<file path="src/rtl/ls_port_arbiter.sv">
// Local-store port arbiter: grants one of ls / dma / if per cycle onto the single-port SRAM,
// with DMA burst locking, fetch starvation override and flush cancellation of ls load returns.
module ls_port_arbiter #(
    parameter int unsigned ADDR_W       = 11,
    parameter int unsigned DATA_W       = 128,
    parameter int unsigned MAX_BURST    = 4,
    parameter int unsigned STARVE_LIMIT = 8
) (
    input  logic              clk,
    input  logic              reset,
    input  logic              ls_req,
    input  logic              ls_we,
    input  logic [ADDR_W-1:0] ls_addr,
    input  logic [DATA_W-1:0] ls_wdata,
    output logic              ls_gnt,
    output logic              ls_rvalid,
    input  logic              ls_flush,
    input  logic              dma_req,
    input  logic              dma_we,
    input  logic              dma_burst,
    input  logic [ADDR_W-1:0] dma_addr,
    input  logic [DATA_W-1:0] dma_wdata,
    output logic              dma_gnt,
    output logic              dma_rvalid,
    input  logic              if_req,
    input  logic [ADDR_W-1:0] if_addr,
    output logic              if_gnt,
    output logic              if_rvalid,
    output logic [DATA_W-1:0] rdata,
    output logic              mem_en,
    output logic              mem_we,
    output logic [ADDR_W-1:0] mem_addr,
    output logic [DATA_W-1:0] mem_wdata,
    input  logic [DATA_W-1:0] mem_rdata
);

    localparam int unsigned BCNT_W = $clog2(MAX_BURST) + 1;
    localparam int unsigned SCNT_W = $clog2(STARVE_LIMIT + 1);

    typedef enum logic [1:0] {IDLE, BURST, YIELD} state_t;

    state_t             state_q, state_d;
    logic [BCNT_W-1:0]  bcnt_q, bcnt_d;
    logic [SCNT_W-1:0]  scnt_q, scnt_d;
    logic               ls_rvalid_q, ls_rvalid_d;
    logic               dma_rvalid_q, dma_rvalid_d;
    logic               if_rvalid_q, if_rvalid_d;
    logic               starve;

    assign starve = if_req && (scnt_q == SCNT_W'(STARVE_LIMIT));

    // Grants are forced low during reset so nothing issued in that cycle can return data.
    always_comb begin
        ls_gnt  = 1'b0;
        dma_gnt = 1'b0;
        if_gnt  = 1'b0;
        if (!reset) begin
            if (starve)                          if_gnt  = 1'b1;
            else if (state_q == BURST && dma_req) dma_gnt = 1'b1;
            else if (ls_req)                     ls_gnt  = 1'b1;
            else if (dma_req && state_q != YIELD) dma_gnt = 1'b1;
            else if (if_req)                     if_gnt  = 1'b1;
        end
    end

    always_comb begin
        mem_we    = 1'b0;
        mem_addr  = '0;
        mem_wdata = '0;
        if (ls_gnt) begin
            mem_we    = ls_we;
            mem_addr  = ls_addr;
            mem_wdata = ls_wdata;
        end else if (dma_gnt) begin
            mem_we    = dma_we;
            mem_addr  = dma_addr;
            mem_wdata = dma_wdata;
        end else if (if_gnt) begin
            mem_addr  = if_addr;
        end
    end

    assign mem_en = ls_gnt | dma_gnt | if_gnt;
    assign rdata  = mem_rdata;

    always_comb begin
        ls_rvalid_d  = ls_gnt && !ls_we && !ls_flush;
        dma_rvalid_d = dma_gnt && !dma_we;
        if_rvalid_d  = if_gnt;
        if (if_req && !if_gnt)
            scnt_d = (scnt_q == SCNT_W'(STARVE_LIMIT)) ? scnt_q : scnt_q + SCNT_W'(1);
        else
            scnt_d = '0;
    end

    // A starvation grant steals the BURST cycle without consuming a beat.
    always_comb begin
        state_d = state_q;
        bcnt_d  = bcnt_q;
        case (state_q)
            IDLE: begin
                if (dma_gnt && dma_burst) begin
                    state_d = BURST;
                    bcnt_d  = BCNT_W'(1);
                end
            end
            BURST: begin
                if (starve) begin
                    state_d = BURST;
                end else if (!dma_req || !dma_burst) begin
                    state_d = IDLE;
                    bcnt_d  = '0;
                end else if (bcnt_q < BCNT_W'(MAX_BURST - 1)) begin
                    bcnt_d  = bcnt_q + BCNT_W'(1);
                end else begin
                    state_d = YIELD;
                end
            end
            YIELD: begin
                state_d = (dma_req && dma_burst) ? BURST : IDLE;
                bcnt_d  = '0;
            end
            default: begin
                state_d = IDLE;
                bcnt_d  = '0;
            end
        endcase
    end

    always_ff @(posedge clk) begin
        if (reset) begin
            state_q      <= IDLE;
            bcnt_q       <= '0;
            scnt_q       <= '0;
            ls_rvalid_q  <= 1'b0;
            dma_rvalid_q <= 1'b0;
            if_rvalid_q  <= 1'b0;
        end else begin
            state_q      <= state_d;
            bcnt_q       <= bcnt_d;
            scnt_q       <= scnt_d;
            ls_rvalid_q  <= ls_rvalid_d;
            dma_rvalid_q <= dma_rvalid_d;
            if_rvalid_q  <= if_rvalid_d;
        end
    end

    // Flush in the return cycle cancels a load granted the cycle before.
    assign ls_rvalid  = ls_rvalid_q && !ls_flush && !reset;
    assign dma_rvalid = dma_rvalid_q && !reset;
    assign if_rvalid  = if_rvalid_q && !reset;

endmodule

</file>
<file path="config.mk">
export PLATFORM = sky130hd
export DESIGN_NAME = ls_port_arbiter
export DESIGN_NICKNAME = d
export VERILOG_FILES = /design/src/rtl/ls_port_arbiter.sv
export SDC_FILE = /design/constraint.sdc
export NUM_CORES = 1
export LEC_CHECK = 0
export CAP_MARGIN = 20
export CORE_AREA = 2 2 270 272
export DETAILED_ROUTE_END_ITERATION = 8
export DIE_AREA = 0 0 272 274
export PLACE_DENSITY = 0.4
export SLEW_MARGIN = 20
export SYNTH_ARGS = -nofsm -noshare
export SYNTH_HDL_FRONTEND = slang
export SYNTH_SLANG_ARGS = --single-unit
</file>
<file path="constraint.sdc">
create_clock -name clk -period 5.6 [get_ports clk]
set_input_delay 1.12 -clock clk [delete_from_list [all_inputs] [get_ports clk]]
set_output_delay 1.12 -clock clk [all_outputs]
set_load 0.1 [all_outputs]
</file>
==> metrics.yaml, run 1 <==
vias: 4450
ant_nets: 0
seq_area_frac_synth_pct: 7.39
synth_fa_ha_area_share_pct: 1.50
period_share_pct: 87.7
synth_cells: 390
relSlewSlack_pct: 60.1
first_global_vias: 4523
yosysWarnings: 0
skew_ps: 1.37
drt_pre_antenna_iters: 4
syn_area_mm2: 0.00325
cp.arrival_ps: 3790
fin_crit_ps: 4910
postCtsSetupRepairBufs: 0
wl_met1_mm: 11.4
dieWidth_um: 272
cts_sinks: 12
synth.distinct_cells: 46
wl_met3_mm: 4.20
leakage_nw: 3.08
yosys.area_share.simple_pct: 8.01
ys_top_cells_by_area: "a22o_1 34%, buf_4 30%, dfxtp_1 7.4%"
yosys.area.top_type: "a22o_1"
slew_violations: 0
clock_latency_ps: 240
die_h_um: 274
globalplace.congestion: 0.804
portBuffers: 444
yosysTopAreaCellShare_pct: 33.9
startpoint_type: "input pin"
hold_class: "flip-flop to flip-flop"
drt_iter0_drc: 146
wl_per_cell_um: 18.7
syn_area_per_cell_um2: 8.33
antenna_found_initial: 17
grt_pass1_wl_mm: 38.4
htreeDepth: 1
async_flop_share_pct: 0
n_fill_cell: 8221
cts_resized: 0
synth.area.mux_share_pct: 0.654
cp-end-kind: "output pin"
grt_max_degree: 88
start_util_pct: 4.52
met2_length_mm: 13.2
synth_edf_count: 0
yosys_most_used_dff: "dfxtp_1"
synth_compound_gate_area_share_pct: 42.8
yosys.area_share.xor_xnor_pct: 0.539
routed.top_layer: "met5"
cp.required_ps: 4480
synth_top_family_by_area: "compound AO/OA/AOI/OAI gates"
syn2layout_area_growth_pct: 162
cp_max_fo: 87
setup-violations-final: 0
ios: 701
grt_overflow: 0
fmax_mhz: 204
core_area_mm2: 0.0720
cts_tree: "yes"
cts_max_path_buffers: 2
track_usage_pct: 7.58
critPathKind: "input pin to output pin"
grt_setup_unrepaired: "false"
row_count: 99
drive_gt1_share_pct: 25.2
vias_per_cell: 2.70
cts_inserted_buffers: 3
final-hold-violation-count: 0
die_area_mm2: 0.0745
status: "completed"
hpwl_mm: 27.3
setup_tns_ps: 0
tightest_slew_ps: 591
syn_nets: 819
whs_ps: 504
hold_buffers: 0
route.final.wire_length_mm: 30.8
drc: 0
ys_ff_latch: 12
peakVddDrop_uv: 95.1
drv_cap: 0
cts_root_buffer: "clkbuf_16"
nets: 1116
powerDensity_mw_per_mm2: 156
cts.clk_slew.worst_paths_ps: 40
state kept, by name, indices dropped and copies added, names as in the netlist:
register,cells
bcnt_q,3
state_q,2
dma_rvalid_q,1
if_rvalid_q,1
ls_rvalid_q,1
scnt_q,4
routing by layer:
metal,GRT usage (%),up-vias
li1,-,1949
met1,8.09,1965
met2,12.0,466
met3,3.82,54
met4,4.45,16
met5,0.193,-
where the power goes:
group	internal (W)	switching, W	total [W]
combinational	0.000418	0.000669	0.00109
sequential	0.0000874	0.00000165	0.0000891
clock	0.000108	0.0000404	0.000148
metrics by stage:
step	setup slack [ps]	power, W	utilization, %	instances	cell area, µm²
after floorplan	933	0.00112	-	390	3250
after global placement	655	0.00119	11.7	1641	8410
after detailed placement	667	0.00119	11.7	1641	8410
after CTS	660	0.00134	11.8	1645	8500
after global routing	433	0.00137	11.8	1648	8510
final	688	0.00132	11.8	1648	8510
critical path: stages:
cell and delay [ps]:
clkdlybuf4s50_1 710, a2111oi_4 580, buf_12 360, a22o_1 590, buf_12 250
final timing paths:
path / start / end / slack [ps] / depth (start not counted)
max reg2reg: scnt_q[0]$_SDFFE_PP0P_ / dma_rvalid_q$_SDFF_PP0_ / 3310 / 8
min: bcnt_q[2]$_SDFFE_PP0P_ / bcnt_q[2]$_SDFFE_PP0P_ / 500 / 2
max: reset / mem_wdata[76] / 690 / 5
min reg2reg: bcnt_q[2]$_SDFFE_PP0P_ / bcnt_q[2]$_SDFFE_PP0P_ / 500 / 2
synth_stat cells, types with 2 or more instances:
library cell and count:
buf_6 18, nor2b_1 3, a221o_1 11, buf_4 129
nor3b_1 2, clkbuf_1 2, nor3_1 2, a22o_1 126
o21ai_0 3, a21oi_1 6, dfxtp_1 12, nand2_1 3
nor2_1 9, and2_1 11, inv_1 4, buf_2 13
a22o_2 3, ha_1 3, nand3_1 3
layout by cell type (no fill, tap or decap), types with 4 or more instances in the layout:
master | Yosys | routed
clkdlybuf4s50_1 | 0 | 297
a22o_1 | 126 | 126
buf_12 | 0 | 84
buf_4 | 129 | 74
dfxtp_1 | 12 | 12
and2_1 | 11 | 11
a221o_1 | 11 | 11
nor2_1 | 9 | 9
a21oi_1 | 6 | 5
inv_1 | 4 | 4
kinds of logic (layout without fill, tap and decap cells):
| logic type | count (synthesis) | in the layout |
|---|---|---|
| other | 0 | 3 |
| XOR/XNOR | 2 | 2 |
| flip-flops | 12 | 12 |
| AO/OA/AOI/OAI | 159 | 159 |
| buffers and inverters | 167 | 463 |
| adder cells (fa/ha/maj) | 4 | 4 |
| AND/OR/NAND/NOR | 44 | 44 |
| multiplexers | 2 | 2 |
cell type report:
type	count	area [µm²]	area share, %
flip-flops and latches	12	240	2.82
clock buffers	4	88.8	1.04
inverters	4	15.0	0.176
diodes	3	7.51	0.0882
multi-input cells	211	1750	20.5
repair buffers	455	5210	61.2
well taps	959	1200	14.1
Note: power is estimated with default switching activity, not from simulation.
==> inputs of run 2 (changes only) <==
CORE_AREA = 2 2 276 278   (was 2 2 270 272)
CTS_CLUSTER_SIZE = 24   (was default)
DIE_AREA = 0 0 278 280   (was 0 0 272 274)
clock period = 4.2 ns   (was 5.6 ns; I/O delays follow)
==> run 2 against run 1 <==
Effect of this change:
- hold slack improved by 4.3 ps
- die area is 4.4% higher
- total power rose by 41%
- combinational power rose by 42%
- critical endpoint is now mem_wdata[30]
- highest routed layer unchanged
==> metrics.yaml, run 2 (same netlist as run 1, synthesis figures left out) <==
switchingPower_w: 0.000953  # +34%
largestRegisters: "scnt_q x4, bcnt_q x3, state_q x2"
portBuffers: 444  # unchanged
die_area_mm2: 0.0778  # +4.4%
path_delay_family: "buffers and inverters"
grt_max_degree: 65  # -26%
fin_crit_ps: 3850
track_usage_pct: 6.25  # -1.3 points
relSlewSlack_pct: 57.1  # -3.0 points
drv_cap: 0  # unchanged
ios: 701  # unchanged
internal-power_w: 0.000920  # +50%
cp-end-kind: "output pin"
clock_latency_ps: 250  # about the same
slew_violations: 0  # unchanged
combPwrFrac_pct: 82.8  # +0.7 points
final_common_cell: "clkdlybuf4s50_1"
setup.worst_path.start: "ls_req"
cts_inserted_buffers: 3  # unchanged
period_share_pct: 91.7
nets: 1121  # +0.45%
row_count: 101  # +2.0%
layout.cells.non_filler: 1670  # +1.3%
whs_endpoint: "bcnt_q[2]$_SDFFE_PP0P_"
fmax_mhz: 260
whs_path_depth: 2  # unchanged
drt_iter0_drc: 131  # -10%
cts_root_buffer: "clkbuf_16"
setup-violations-final: 0  # unchanged
slowest_delay_ps: 600  # -110 ps
cpMostUsedCell: "buf_12"
powerDensity_mw_per_mm2: 200  # +28%
status: "completed"
hold_buffers: 0  # unchanged
sw_frac_of_total_pct: 50.9  # -2.8 points
vias: 4449  # -0.022%
die_h_um: 280  # +2.2%
drt_pre_antenna_iters: 4  # unchanged
final-hold-violation-count: 0  # unchanged
postCtsSetupRepairBufs: 0  # unchanged
wl_per_cell_um: 15.9  # -15%
leakage_nw: 3.32  # +7.9%
grt_overflow: 0  # unchanged
cts_resized: 0  # unchanged
syn2layout_area_growth_pct: 188
hold_class: "flip-flop to flip-flop"
dieWidth_um: 278  # +2.2%
start_util_pct: 4.32  # -0.19 points
cts_max_path_buffers: 2  # unchanged
top_register: "scnt_q"
startpoint_type: "input pin"
r2r_slack_ps: 2080  # -1230 ps
drive_gt1_share_pct: 25.6  # +0.40 points
drc: 0  # unchanged
setup_tns_ps: 0  # unchanged
globalplace.congestion: 0.799  # -0.58%
min_from: "bcnt_q[2]$_SDFFE_PP0P_"
cp_num_buf_inv: 5  # +2
vias_per_cell: 2.66  # -1.3%
power_frac_seq_pct: 6.3  # -0.4 points
cp_max_fo: 40  # -54%
worst-r2r-cell-count: 6  # -2
peakVddDrop_uv: 102  # +6.8%
dpl.cell_count: 1665  # +1.5%
layout_common_cells: "297 x clkdlybuf4s50_1, 149 x buf_12, 126 x a22o_1, 14 x buf_4, 12 x dfxtp_1"
htreeDepth: 1  # unchanged
first_global_vias: 4827  # +6.7%
cp.required_ps: 3360  # -1120 ps
cts.clk_slew.worst_paths_ps: 50  # about the same
critPathKind: "input pin to output pin"
antenna_found_initial: 6  # -11
core_area_mm2: 0.0752  # +4.5%
largest_reg_flops: 4  # unchanged
critical_path.cell_chain: "clkdlybuf4s50_1 -> inv_1 -> a2111oi_4 -> buf_4 -> buf_12 -> a22o_1 -> buf_12"
skew_ps: 5.82  # +4.45 ps
ant_nets: 0  # unchanged
n_fill_cell: 8513  # +3.6%
cp.arrival_ps: 3010  # -780 ps
r2r-end: "bcnt_q[0]$_SDFFE_PP0P_"
r2r_start: "scnt_q[0]$_SDFFE_PP0P_"
cts_sinks: 12  # unchanged
p_clk_share_pct: 10.9  # -0.3 points
hpwl_mm: 24.1  # -12%
cts_tree: "yes"
grt_pass1_wl_mm: 35.1  # -8.7%
grt_setup_unrepaired: "false"
crit_path_top_delay_cell: "clkdlybuf4s50_1"
route.final.wire_length_mm: 26.5  # -14%
tightest_slew_ps: 635  # +44.3 ps
## run 2: changes by cell type in the layout (fill, tap and decap cells not counted)
| cell | before | now |
|---|---|---|
| a21oi_1 | 5 | 6 |
| buf_4 | 74 | 14 |
| buf_12 | 84 | 149 |
| diode_2 | 3 | 1 |
| a21oi_2 | 1 | 0 |
## run 2: cell type report
cell class / instances / area (µm²) / share of cell area [%]
tap: 978 / 1220 / 13.1
sequential: 12 / 240 / 2.56
inverter: 4 / 15.0 / 0.160
antenna: 1 / 2.50 / 0.0267
timing repair buffer: 460 / 6060 / 64.7
clock buffer: 4 / 88.8 / 0.948
multi-input combinational: 211 / 1740 / 18.6
## run 2: power by group through the flow
stage	logic [W]	clock network, W	registers (W)
final	0.00155	0.000204	0.000118
after global routing	0.00160	0.000221	0.000119
after CTS	0.00157	0.000215	0.000118
after detailed placement	0.00156	0	0.000121
after global placement	0.00156	0	0.000120
after floorplan	0.00138	0	0.000120
## run 2: tightest hold or removal path: cells and delay by family (launching register included)
family             cells  cell delay (ps)
DFF                    1              320
AOI/OAI and AO/OA      2              130
## run 2: worst max path at each step
stage	slack, ps	cells past startpoint	end
6_report	350	7	mem_wdata[30]
5_1_grt	220	7	mem_wdata[33]
4_1_cts	280	7	mem_wdata[69]
3_5_place_dp	280	7	mem_wdata[69]
3_3_place_gp	280	7	mem_wdata[44]
2_1_floorplan	90	2	ls_rvalid
## run 2: stage by stage
step / area, µm² / total power [W] / hold WS, ps / utilization [%] / setup WS (ps)
after floorplan: 3250 / 0.00150 / 461 / - / 93.2
after global placement: 9280 / 0.00168 / 477 / 12.3 / 276
after detailed placement: 9280 / 0.00168 / 496 / 12.3 / 278
after CTS: 9370 / 0.00190 / 504 / 12.5 / 276
after global routing: 9370 / 0.00193 / 536 / 12.5 / 221
final: 9370 / 0.00187 / 508 / 12.5 / 348
## run 2: metal layers
| metal | global-route usage [%] | vias up | share of wire [%] |
|---|---|---|---|
| met1 | 5.60 | 1942 | 31 |
| met3 | 2.89 | 42 | 13 |
| met4 | 3.85 | 8 | 6.9 |
| li1 | - | 1953 | - |
| met2 | 11.4 | 504 | 49 |
| met5 | 0.0625 | - | 0.15 |
